`config.mk`:
```
export PLATFORM = sky130hd
export DESIGN_NAME = bpu_btb
export DESIGN_NICKNAME = d
export VERILOG_FILES = /design/src/rtl/bpu_btb_pkg.sv /design/src/rtl/bpu_btb_sat_counter.sv /design/src/rtl/bpu_btb.sv
export SDC_FILE = /design/constraint.sdc
export NUM_CORES = 1
export LEC_CHECK = 0
export CORE_MARGIN = 2
export CORE_UTILIZATION = 30
export DETAILED_ROUTE_END_ITERATION = 8
export GPL_ROUTABILITY_DRIVEN = 0
export PLACE_DENSITY = 0.46
export SYNTH_ARGS = -nofsm -noshare
export SYNTH_HDL_FRONTEND = slang
export SYNTH_SLANG_ARGS = --single-unit
```
`constraint.sdc`:
```
create_clock -name clk -period 14.9 [get_ports clk]
set_input_delay 2.98 -clock clk [delete_from_list [all_inputs] [get_ports clk]]
set_output_delay 2.98 -clock clk [all_outputs]
set_load 0.01 [all_outputs]
```
`src/rtl/bpu_btb_pkg.sv`:
```
`default_nettype none
// ============================================================================
// Module   : bpu_btb_pkg
// Purpose  : Shared constants and direction-counter encodings for bpu_btb.
// Revision : 1.0 - initial release
// ============================================================================
package bpu_btb_pkg;

  localparam int BPU_ENTRIES = 16;
  localparam int PC_INC      = 4;

  // Counter encodings derived from the counter width
  function automatic int ctr_weak_t(input int bits);
    return 1 << (bits - 1);
  endfunction

  function automatic int ctr_strong_t(input int bits);
    return (1 << bits) - 1;
  endfunction

  function automatic int ctr_strong_nt(input int bits);
    return (bits > 0) ? 0 : 0;
  endfunction

endpackage
`default_nettype wire

```
`src/rtl/bpu_btb_sat_counter.sv`:
```
`default_nettype none
// ============================================================================
// Module   : bpu_sat_counter
// Purpose  : Saturating up/down direction counter with synchronous load.
// Revision : 1.0 - initial release
// ============================================================================
module bpu_sat_counter
  import bpu_btb_pkg::*;
#(
  parameter int CTR_BITS = 2
) (
  input  logic                clk,
  input  logic                inc,
  input  logic                en,
  input  logic                load,
  input  logic [CTR_BITS-1:0] load_val,
  output logic [CTR_BITS-1:0] value
);

  localparam logic [CTR_BITS-1:0] C_MAX = CTR_BITS'(ctr_strong_t(CTR_BITS));
  localparam logic [CTR_BITS-1:0] C_MIN = CTR_BITS'(ctr_strong_nt(CTR_BITS));

  // Load (reset or allocation) wins over training
  always_ff @(posedge clk) begin
    if (load) begin
      value <= load_val;
    end else if (en) begin
      if (inc) begin
        if (value != C_MAX) value <= value + CTR_BITS'(1);
      end else begin
        if (value != C_MIN) value <= value - CTR_BITS'(1);
      end
    end
  end

endmodule
`default_nettype wire

```
`src/rtl/bpu_btb.sv`:
```
`default_nettype none
// ============================================================================
// Module   : bpu_btb
// Purpose  : Direct-mapped BTB with per-entry saturating direction counters;
//            zero-latency fetch prediction and EX-stage mispredict/redirect.
//            Optional statistics counters under BPU_STATS_EN.
// Revision : 1.0 - initial release
// ============================================================================
module bpu_btb
  import bpu_btb_pkg::*;
#(
  parameter int ENTRIES  = BPU_ENTRIES,
  parameter int PC_WIDTH = 32,
  parameter int CTR_BITS = 2,
  parameter int INIT_CTR = 1
) (
  input  logic                clk,
  input  logic                rst,
  input  logic [PC_WIDTH-1:0] if_pc,
  output logic                pred_taken,
  output logic [PC_WIDTH-1:0] pred_target,
  input  logic                stall,
  input  logic                ex_valid,
  input  logic                ex_is_branch,
  input  logic [PC_WIDTH-1:0] ex_pc,
  input  logic                ex_taken,
  input  logic [PC_WIDTH-1:0] ex_target,
  input  logic                ex_pred_taken,
  input  logic [PC_WIDTH-1:0] ex_pred_target,
  output logic                mispredict,
  output logic [PC_WIDTH-1:0] redirect_pc,
  output logic [31:0]         stat_branches,
  output logic [31:0]         stat_mispredicts
);

  localparam int IDX   = $clog2(ENTRIES);
  localparam int TAG_W = PC_WIDTH - IDX - 2;

  logic [ENTRIES-1:0]  valid;
  logic [TAG_W-1:0]    tag_mem [ENTRIES];
  logic [PC_WIDTH-1:0] tgt_mem [ENTRIES];
  logic [CTR_BITS-1:0] ctr     [ENTRIES];

  logic [IDX-1:0]   if_idx, ex_idx;
  logic [TAG_W-1:0] if_tag, ex_tag;
  logic             if_hit, ex_hit;
  logic             upd, train, alloc, alias_kill;

  assign if_idx = if_pc[IDX+1:2];
  assign if_tag = if_pc[PC_WIDTH-1:IDX+2];
  assign ex_idx = ex_pc[IDX+1:2];
  assign ex_tag = ex_pc[PC_WIDTH-1:IDX+2];

  // Prediction reads pre-edge table contents; suppressed while in reset
  assign if_hit      = valid[if_idx] && (tag_mem[if_idx] == if_tag);
  assign pred_taken  = !rst && if_hit && ctr[if_idx][CTR_BITS-1];
  assign pred_target = pred_taken ? tgt_mem[if_idx] : if_pc + PC_WIDTH'(PC_INC);

  assign mispredict = ex_valid && (
                        (ex_is_branch && (ex_taken != ex_pred_taken)) ||
                        (ex_is_branch && ex_taken && ex_pred_taken &&
                         (ex_target != ex_pred_target)) ||
                        (!ex_is_branch && ex_pred_taken));
  assign redirect_pc = (ex_is_branch && ex_taken) ? ex_target
                                                  : ex_pc + PC_WIDTH'(PC_INC);

  assign ex_hit     = valid[ex_idx] && (tag_mem[ex_idx] == ex_tag);
  assign upd        = ex_valid && !stall && !rst;
  assign train      = upd && ex_is_branch && ex_hit;
  assign alloc      = upd && ex_is_branch && !ex_hit && ex_taken;
  assign alias_kill = upd && !ex_is_branch && ex_pred_taken;

  for (genvar i = 0; i < ENTRIES; i++) begin : g_ctr
    bpu_sat_counter #(
      .CTR_BITS (CTR_BITS)
    ) u_ctr (
      .clk      (clk),
      .inc      (ex_taken),
      .en       (train && (ex_idx == IDX'(i))),
      .load     (rst || (alloc && (ex_idx == IDX'(i)))),
      .load_val (rst ? CTR_BITS'(INIT_CTR) : CTR_BITS'(ctr_weak_t(CTR_BITS))),
      .value    (ctr[i])
    );
  end

  always_ff @(posedge clk) begin
    if (rst) begin
      valid <= '0;
    end else if (alloc) begin
      valid[ex_idx] <= 1'b1;
    end else if (alias_kill) begin
      valid[ex_idx] <= 1'b0;
    end
  end

  // Tags and targets need no reset: valid bits qualify them
  always_ff @(posedge clk) begin
    if (alloc) begin
      tag_mem[ex_idx] <= ex_tag;
      tgt_mem[ex_idx] <= ex_target;
    end else if (train && ex_taken) begin
      tgt_mem[ex_idx] <= ex_target;
    end
  end

`ifdef BPU_STATS_EN
  logic [31:0] br_cnt, mp_cnt;

  always_ff @(posedge clk) begin
    if (rst) begin
      br_cnt <= '0;
      mp_cnt <= '0;
    end else if (ex_valid && !stall) begin
      if (ex_is_branch && (br_cnt != '1)) br_cnt <= br_cnt + 32'd1;
      if (mispredict && (mp_cnt != '1))   mp_cnt <= mp_cnt + 32'd1;
    end
  end

  assign stat_branches    = br_cnt;
  assign stat_mispredicts = mp_cnt;
`else
  assign stat_branches    = '0;
  assign stat_mispredicts = '0;
`endif

endmodule
`default_nettype wire

```
==> metrics.md, run 1 <==
| Metric | Value |
|---|---|
| Critical Path RT | 11.92 ns |
| Worst-path fanout max | 93 |
| Die width | 394 um |
| Synth Register Bits | 976 |
| First-pass GRT wire length | 224 mm |
| Via density | 5.49 |
| Seq/Total Area, Yosys | 63.9% |
| CTS tree | built |
| Initial antenna violation count | 11 |
| Final Hold Fails | 0 |
| Slew Limit Fails | 0 |
| CTS Sinks | 976 |
| Clock buffer depth | 3 |
| I/O Buffers | 200 |
| Synthesized area | 0.0456 sq mm |
| Number of synthesized flops with an enable pin | 960 |
| Count leader, synth | edfxtp_1 |
| Final nets | 2933 |
| Status | finished clean |
| Final Setup Violations | 0 |
| Post-DP HPWL | 103 mm |
| TritonCTS Buffers | 111 |
| Post-CTS Setup Bufs | 0 |
| Drt drc | 0 |
| Clock period minus worst slack | 11.57 ns |
| Crit path DAT | 8.59 ns |
| Ys flop type | edfxtp_1 |
| Largest net degree at the start of global routing | 102 |
| Rel. slew slack | 20.2% |
| Asr flop ratio synth | 0% |
| RSZ-0062 raised after global routing | no |
| Die Height | 394 um |
| Boundary Pins | 265 |
| Setup Crit Path Kind | primary input to primary output |
| Post-DRT Antenna Nets | 0 |
| Clock transition at the registers of the reported paths | 0.05 ns |
| Clock Root Buffer | clkbuf_16 |
| WL final | 163 mm |
| Max Fclk | 86.5 MHz |
| Post-Synthesis Cells | 2555 |
| Fill cell count | 14.2k |
| Row cnt | 143 |
| Clk Latency, worst-skew pair | 0.75 ns |
| Top delay family on crit path | buffers and inverters |
| DR vias | 27.0k |
| Post-route setup TNS | 0 ns |
| Synth top area share | 63.2% |
| Synth unique cells | 76 |
| GRT Residual Overflow | 0 |
| Detailed Routing Iterations Pass 1 | 6 |
| Nature of the critical path endpoint | primary output |
| Total GRT Usage | 20.6% |
| Number of global-route vias before repair | 27.5k |
| Synth Warn # | 0 |
| CTS resizes | 0 |
| Power, Total | 6230 uW |
| Startpoint Class | primary input |
| Die ar. | 0.155 sq mm |
| Critical-path cell list | buf_8, buf_12, buf_4, mux4_2, mux2i_1, mux2i_1, xnor2_1, nand3_1, nor2_1, nand4_4, buf_4, mux2_4, clkdlybuf4s50_1 |
| Starting Density | 30.1% |
| Core area | 0.152 sq mm |
| Hold-fix buffers, CTS | 0 |
| Syn Area/Cell | 17.9 sq um |
| Hold Path Class | flip-flop to flip-flop |
| Drt wl/cell | 33.1 um |
| Max_cap viols | 0 |
| VDD IR max | 0.0922 mV |
| Actual slew at the worst max-slew pin | 1.19 ns |
| Largest stage delay on the critical path | 0.88 ns |
| Area Overhead vs Synth | 17.1% |
| Synth top cells by count | 960 x edfxtp_1, 328 x mux4_2, 128 x mux2i_1 |
| Clk_skew | 0.0766 ns |
| H-tree levels | 3 |
| Leakage | 0.0170 uW |
| Layout cells sized above 1 | 23.1% |
| Top cells by area, synth | edfxtp_1 63%, mux4_2 16%, mux2i_1 2.8%, xnor2_1 2.0%, buf_4 1.2% |
| Final worst-path cycle share | 77.6% |
| DR iter-0 viols | 3326 |
| Slowest cell on crit path | buf_4 |
| Leading area contributor after synthesis | edfxtp_1 |
| Pwr Density | 117 mW/mm^2 |
| Worst path bufs/invs | 5 |
worst reg2reg max path, stage by stage (launching register included):
cell and delay [ns]:
edfxtp_1 0.41, mux4_2 0.46, mux2i_1 0.23, xnor2_1 0.14, o21ai_0 0.11, a2111oi_0 0.83, and4_1 0.78, a31o_2 0.76
buf_4 0.52, nor2_4 0.07, buf_4 0.35
cell families (layout without fill, tap and decap cells):
family                   Yosys count  in the layout  share of synthesized area (%)
flip-flops                       976            976                           63.9
multiplexers                     516            516                           21.3
AND/OR/NAND/NOR                  383            383                           4.29
AO/OA/AOI/OAI                    262            262                           4.02
buffers and inverters            251            513                           3.21
XOR/XNOR                         161            161                           3.09
adder cells (fa/ha/maj)            5              5                          0.137
other                              1             68                        0.00822
cells in the final DEF, fill, tap and decap left out, drive strengths merged, types with 20 or more instances in the layout:
cell type	instances
xnor2	104
buf	100
a21oi	25
clkbuf	139
mux2	41
o21ai	65
mux4	347
o22ai	35
nor4	28
clkdlybuf4s50	191
inv	20
nand3	33
xor2	57
nand4	32
mux2i	128
nor3	31
nand2	106
conb	64
edfxtp	960
nor2	65
clkinv	53
and3	33
metrics by stage:
step,hold slack (ns),utilization (%),setup WS [ns],instance area (sq um),cells
floorplan,0.464,-,6.03,45900,2618
global placement,0.485,33.0,3.38,49900,4710
detailed placement,0.482,33.0,3.36,49900,4710
CTS,0.490,35.2,3.35,53400,4910
global route,0.514,35.2,3.06,53400,4911
finish,0.497,35.3,3.33,53400,4914
area by class of cell:
class / count / area [sq um] / share of cell area (%)
clock inverters: 61 / 587 / 1.10
well taps: 2030 / 2540 / 4.75
multi-input cells: 1391 / 15500 / 29.0
flip-flops and latches: 976 / 29100 / 54.6
inverters: 22 / 85.1 / 0.159
repair buffers: 291 / 2700 / 5.05
diodes: 4 / 10.0 / 0.0187
clock buffers: 139 / 2880 / 5.40
routing by layer:
layer | vias to the layer above | wire [um] | global-route usage (%) | part of all wire (%)
li1 | 10900 | - | - | -
met1 | 14600 | 69400 | 28.5 | 43
met2 | 1294 | 76700 | 33.2 | 47
met3 | 229 | 12000 | 3.58 | 7.4
met4 | 4 | 4560 | 6.20 | 2.8
met5 | - | 21 | 0 | 0.013
sequential cells by signal, indices dropped and copies added (netlist names), named ones only:
signal             count
g_ctr.u_ctr.value     32
tag_mem              416
tgt_mem              512
where the power goes:
group | switching, uW | internal, uW | total [uW]
sequential | 11.5 | 3030 | 3040
clock | 1130 | 1480 | 2610
combinational | 348 | 229 | 577
path summary, 6_finish.rpt:
path | start | cells after the start | slack, ns | endpoint
hold / removal | flip-flop | 2 | 0.50 | flip-flop
hold reg to reg | flip-flop | 2 | 0.50 | flip-flop
setup reg to reg | tag_mem[1][19] | 10 | 9.81 | tag_mem[8][13]
setup / recovery | if_pc[2] | 13 | 3.33 | pred_target[24]
No activity file was read; power rests on OpenSTA's default activity.
==> run 2: changes to the inputs <==
==> constraint.sdc (replaced) <==
create_clock -name clk -period 11 [get_ports clk]
set_input_delay 2.2 -clock clk [delete_from_list [all_inputs] [get_ports clk]]
set_output_delay 2.2 -clock clk [all_outputs]
set_load 0.01 [all_outputs]
==> run 2 against run 1 <==
- die area unchanged
- routed wire length down 0.11%
- critical path depth down 1
- clock skew down 0.025 ns
- global-route usage about the same
- final cell count up 0.37%
- register-to-register slack worse by 3.8 ns
- sequential power up 36%
- critical endpoint is now pred_target[9]
- largest power group unchanged
- highest routed layer unchanged
==> metrics.md, run 2 (synthesized netlist as in run 1, its figures left out) <==
| Metric | Value |
|---|---|
| GRT Residual Overflow | 0 (unchanged) |
| Placed Area | 0.0500 sq mm (was 0.0499 sq mm) |
| Post-route setup TNS | 0 ns (unchanged) |
| Clk Latency, worst-skew pair | 0.75 ns (about the same) |
| Initial antenna violation count | 11 (unchanged) |
| Clock period minus worst slack | 9.73 ns |
| Nature of the critical path endpoint | primary output (unchanged) |
| Clk_skew | 0.0512 ns (was 0.0766 ns) |
| Status | finished clean (unchanged) |
| Number of global-route vias before repair | 27.1k (was 27.5k) |
| RSZ-0062 raised after global routing | no (unchanged) |
| Most frequent cells in the layout | 960 x edfxtp_1, 328 x mux4_2, 191 x clkdlybuf4s50_1, 128 x mux2i_1, 110 x clkbuf_16 (was 960 x edfxtp_1, 328 x mux4_2, 191 x clkdlybuf4s50_1, 128 x mux2i_1, 111 x clkbuf_16) |
| DR vias | 26.9k (was 27.0k) |
| Drt drc | 0 (unchanged) |
| Power, Total | 8410 uW (was 6230 uW) |
| Hold_ws | 0.500 ns (was 0.497 ns) |
| Setup Crit Path Kind | primary input to primary output (unchanged) |
| Design area | 0.0535 sq mm (was 0.0534 sq mm) |
| Detailed Routing Iterations Pass 1 | 6 (unchanged) |
| Core area | 0.152 sq mm (unchanged) |
| Die ar. | 0.155 sq mm (unchanged) |
| Reg-to-reg endpoint | tag_mem[0][5] (was tag_mem[8][13]) |
| Starting Density | 30.1% (unchanged) |
| Area Overhead vs Synth | 17.3% (was 17.1%) |
| DR iter-0 viols | 3459 (was 3326) |
| Post-CTS Setup Bufs | 0 (unchanged) |
| Leakage | 0.0171 uW (was 0.0170 uW) |
| Clock Root Buffer | clkbuf_16 (unchanged) |
| Biggest regs | tgt_mem (512), tag_mem (416), g_ctr.u_ctr.value (32) (unchanged) |
| Largest net degree at the start of global routing | 95 (was 102) |
| Hold Crit Depth | 2 (unchanged) |
| TritonCTS Buffers | 110 (was 111) |
| FF-to-FF setup slack | 6.00 ns (was 9.81 ns) |
| Actual slew at the worst max-slew pin | 1.31 ns (was 1.19 ns) |
| Slew Limit Fails | 0 (unchanged) |
| Clock buffer depth | 3 (unchanged) |
| Worst Reg-to-Reg Cells | 10 (unchanged) |
| Most flops, register | tgt_mem (unchanged) |
| Post-DRT Antenna Nets | 0 (unchanged) |
| Hold Path Class | flip-flop to flip-flop (unchanged) |
| Final worst-path cycle share | 88.4% |
| H-tree levels | 3 (unchanged) |
| Row cnt | 143 (unchanged) |
| Final setup margin | 1.27 ns (was 3.33 ns) |
| Drt wl/cell | 33.0 um (was 33.1 um) |
| Commonest non-fill, non-tap cell in the layout | edfxtp_1 (unchanged) |
| First-pass GRT wire length | 223 mm (was 224 mm) |
| CTS tree | built (unchanged) |
| Layout cells sized above 1 | 23.6% (was 23.1%) |
| Worst-path fanout max | 72 (was 93) |
| Worst r2r src | tag_mem[14][17] (was tag_mem[1][19]) |
| Pwr Density | 157 mW/mm^2 (was 117 mW/mm^2) |
| Clock transition at the registers of the reported paths | 0.06 ns (was 0.05 ns) |
| Crit path DAT | 7.53 ns (was 8.59 ns) |
| Final Hold Fails | 0 (unchanged) |
| Max_cap viols | 0 (unchanged) |
| Rel. slew slack | 12.3% (was 20.2%) |
| WL final | 163 mm (about the same) |
| Die Height | 394 um (unchanged) |
| Boundary Pins | 265 (unchanged) |
| I/O Buffers | 200 (unchanged) |
| Die width | 394 um (unchanged) |
| Critical Path RT | 8.80 ns (was 11.92 ns) |
| Startpoint Class | primary input (unchanged) |
| Final nets | 2945 (was 2933) |
| Final Setup Violations | 0 (unchanged) |
| CTS resizes | 0 (unchanged) |
| Max Fclk | 103 MHz |
| Hold-fix buffers, CTS | 0 (unchanged) |
| Pre-CTS WS | 1.05 ns (was 3.36 ns) |
| Post-DP HPWL | 103 mm (about the same) |
| CTS Sinks | 976 (unchanged) |
| Total GRT Usage | 20.6% (about the same) |
| Max reg flops | 512 (unchanged) |
| Via density | 5.46 (was 5.49) |
| VDD IR max | 0.116 mV (was 0.0922 mV) |
[run 2: critical path, stage by stage]
cell	delay [ns]
buf_8	0.60
buf_12	0.35
mux2i_1	0.13
a221oi_1	0.44
a21oi_1	0.12
nor2_1	0.13
a311oi_1	0.11
nor4_1	0.97
nand4_4	0.96
buf_4	0.52
mux2_4	0.32
clkdlybuf4s50_1	0.49
[run 2: how the worst max path moves through the flow]
| stage | from | end | cells after the start |
|---|---|---|---|
| 5_1_grt | if_pc[2] | pred_target[10] | 12 |
| 6_report | if_pc[2] | pred_target[9] | 12 |
| 3_5_place_dp | if_pc[5] | pred_target[10] | 10 |
| 2_1_floorplan | if_pc[2] | pred_target[0] | 10 |
| 3_3_place_gp | if_pc[5] | pred_target[11] | 10 |
| 4_1_cts | if_pc[5] | pred_target[10] | 10 |
[run 2: power by group]
group	switching, uW	total, uW	internal (uW)
combinational	467	780	312
clock	1550	3510	1970
sequential	15.5	4120	4100
total	2030	8410	6380
[run 2: final cells by class]
class | count | area [sq um]
inverter | 22 | 85.1
sequential | 976 | 29100
fill | 14200 | 98100
timing repair buffer | 304 | 2800
clock buffer | 136 | 2850
multi-input combinational | 1391 | 15500
clock inverter | 70 | 597
antenna | 3 | 7.51
tap | 2030 | 2540
[run 2: metrics by stage]
step	cells	utilization, %
3_5_place_dp	4723	33.0
5_1_grt	4930	35.3
3_3_place_gp	4723	33.0
4_1_cts	4929	35.3
6_report	4932	35.3
2_1_floorplan	2618	-
[run 2: per-layer routing]
| layer | GRT usage [%] | vias up | routed length [um] |
|---|---|---|---|
| met5 | 0 | - | 31 |
| met4 | 5.32 | 6 | 4120 |
| met3 | 3.71 | 219 | 10800 |
| met2 | 33.2 | 1216 | 77200 |
| met1 | 28.6 | 14600 | 70500 |
| li1 | - | 10900 | - |
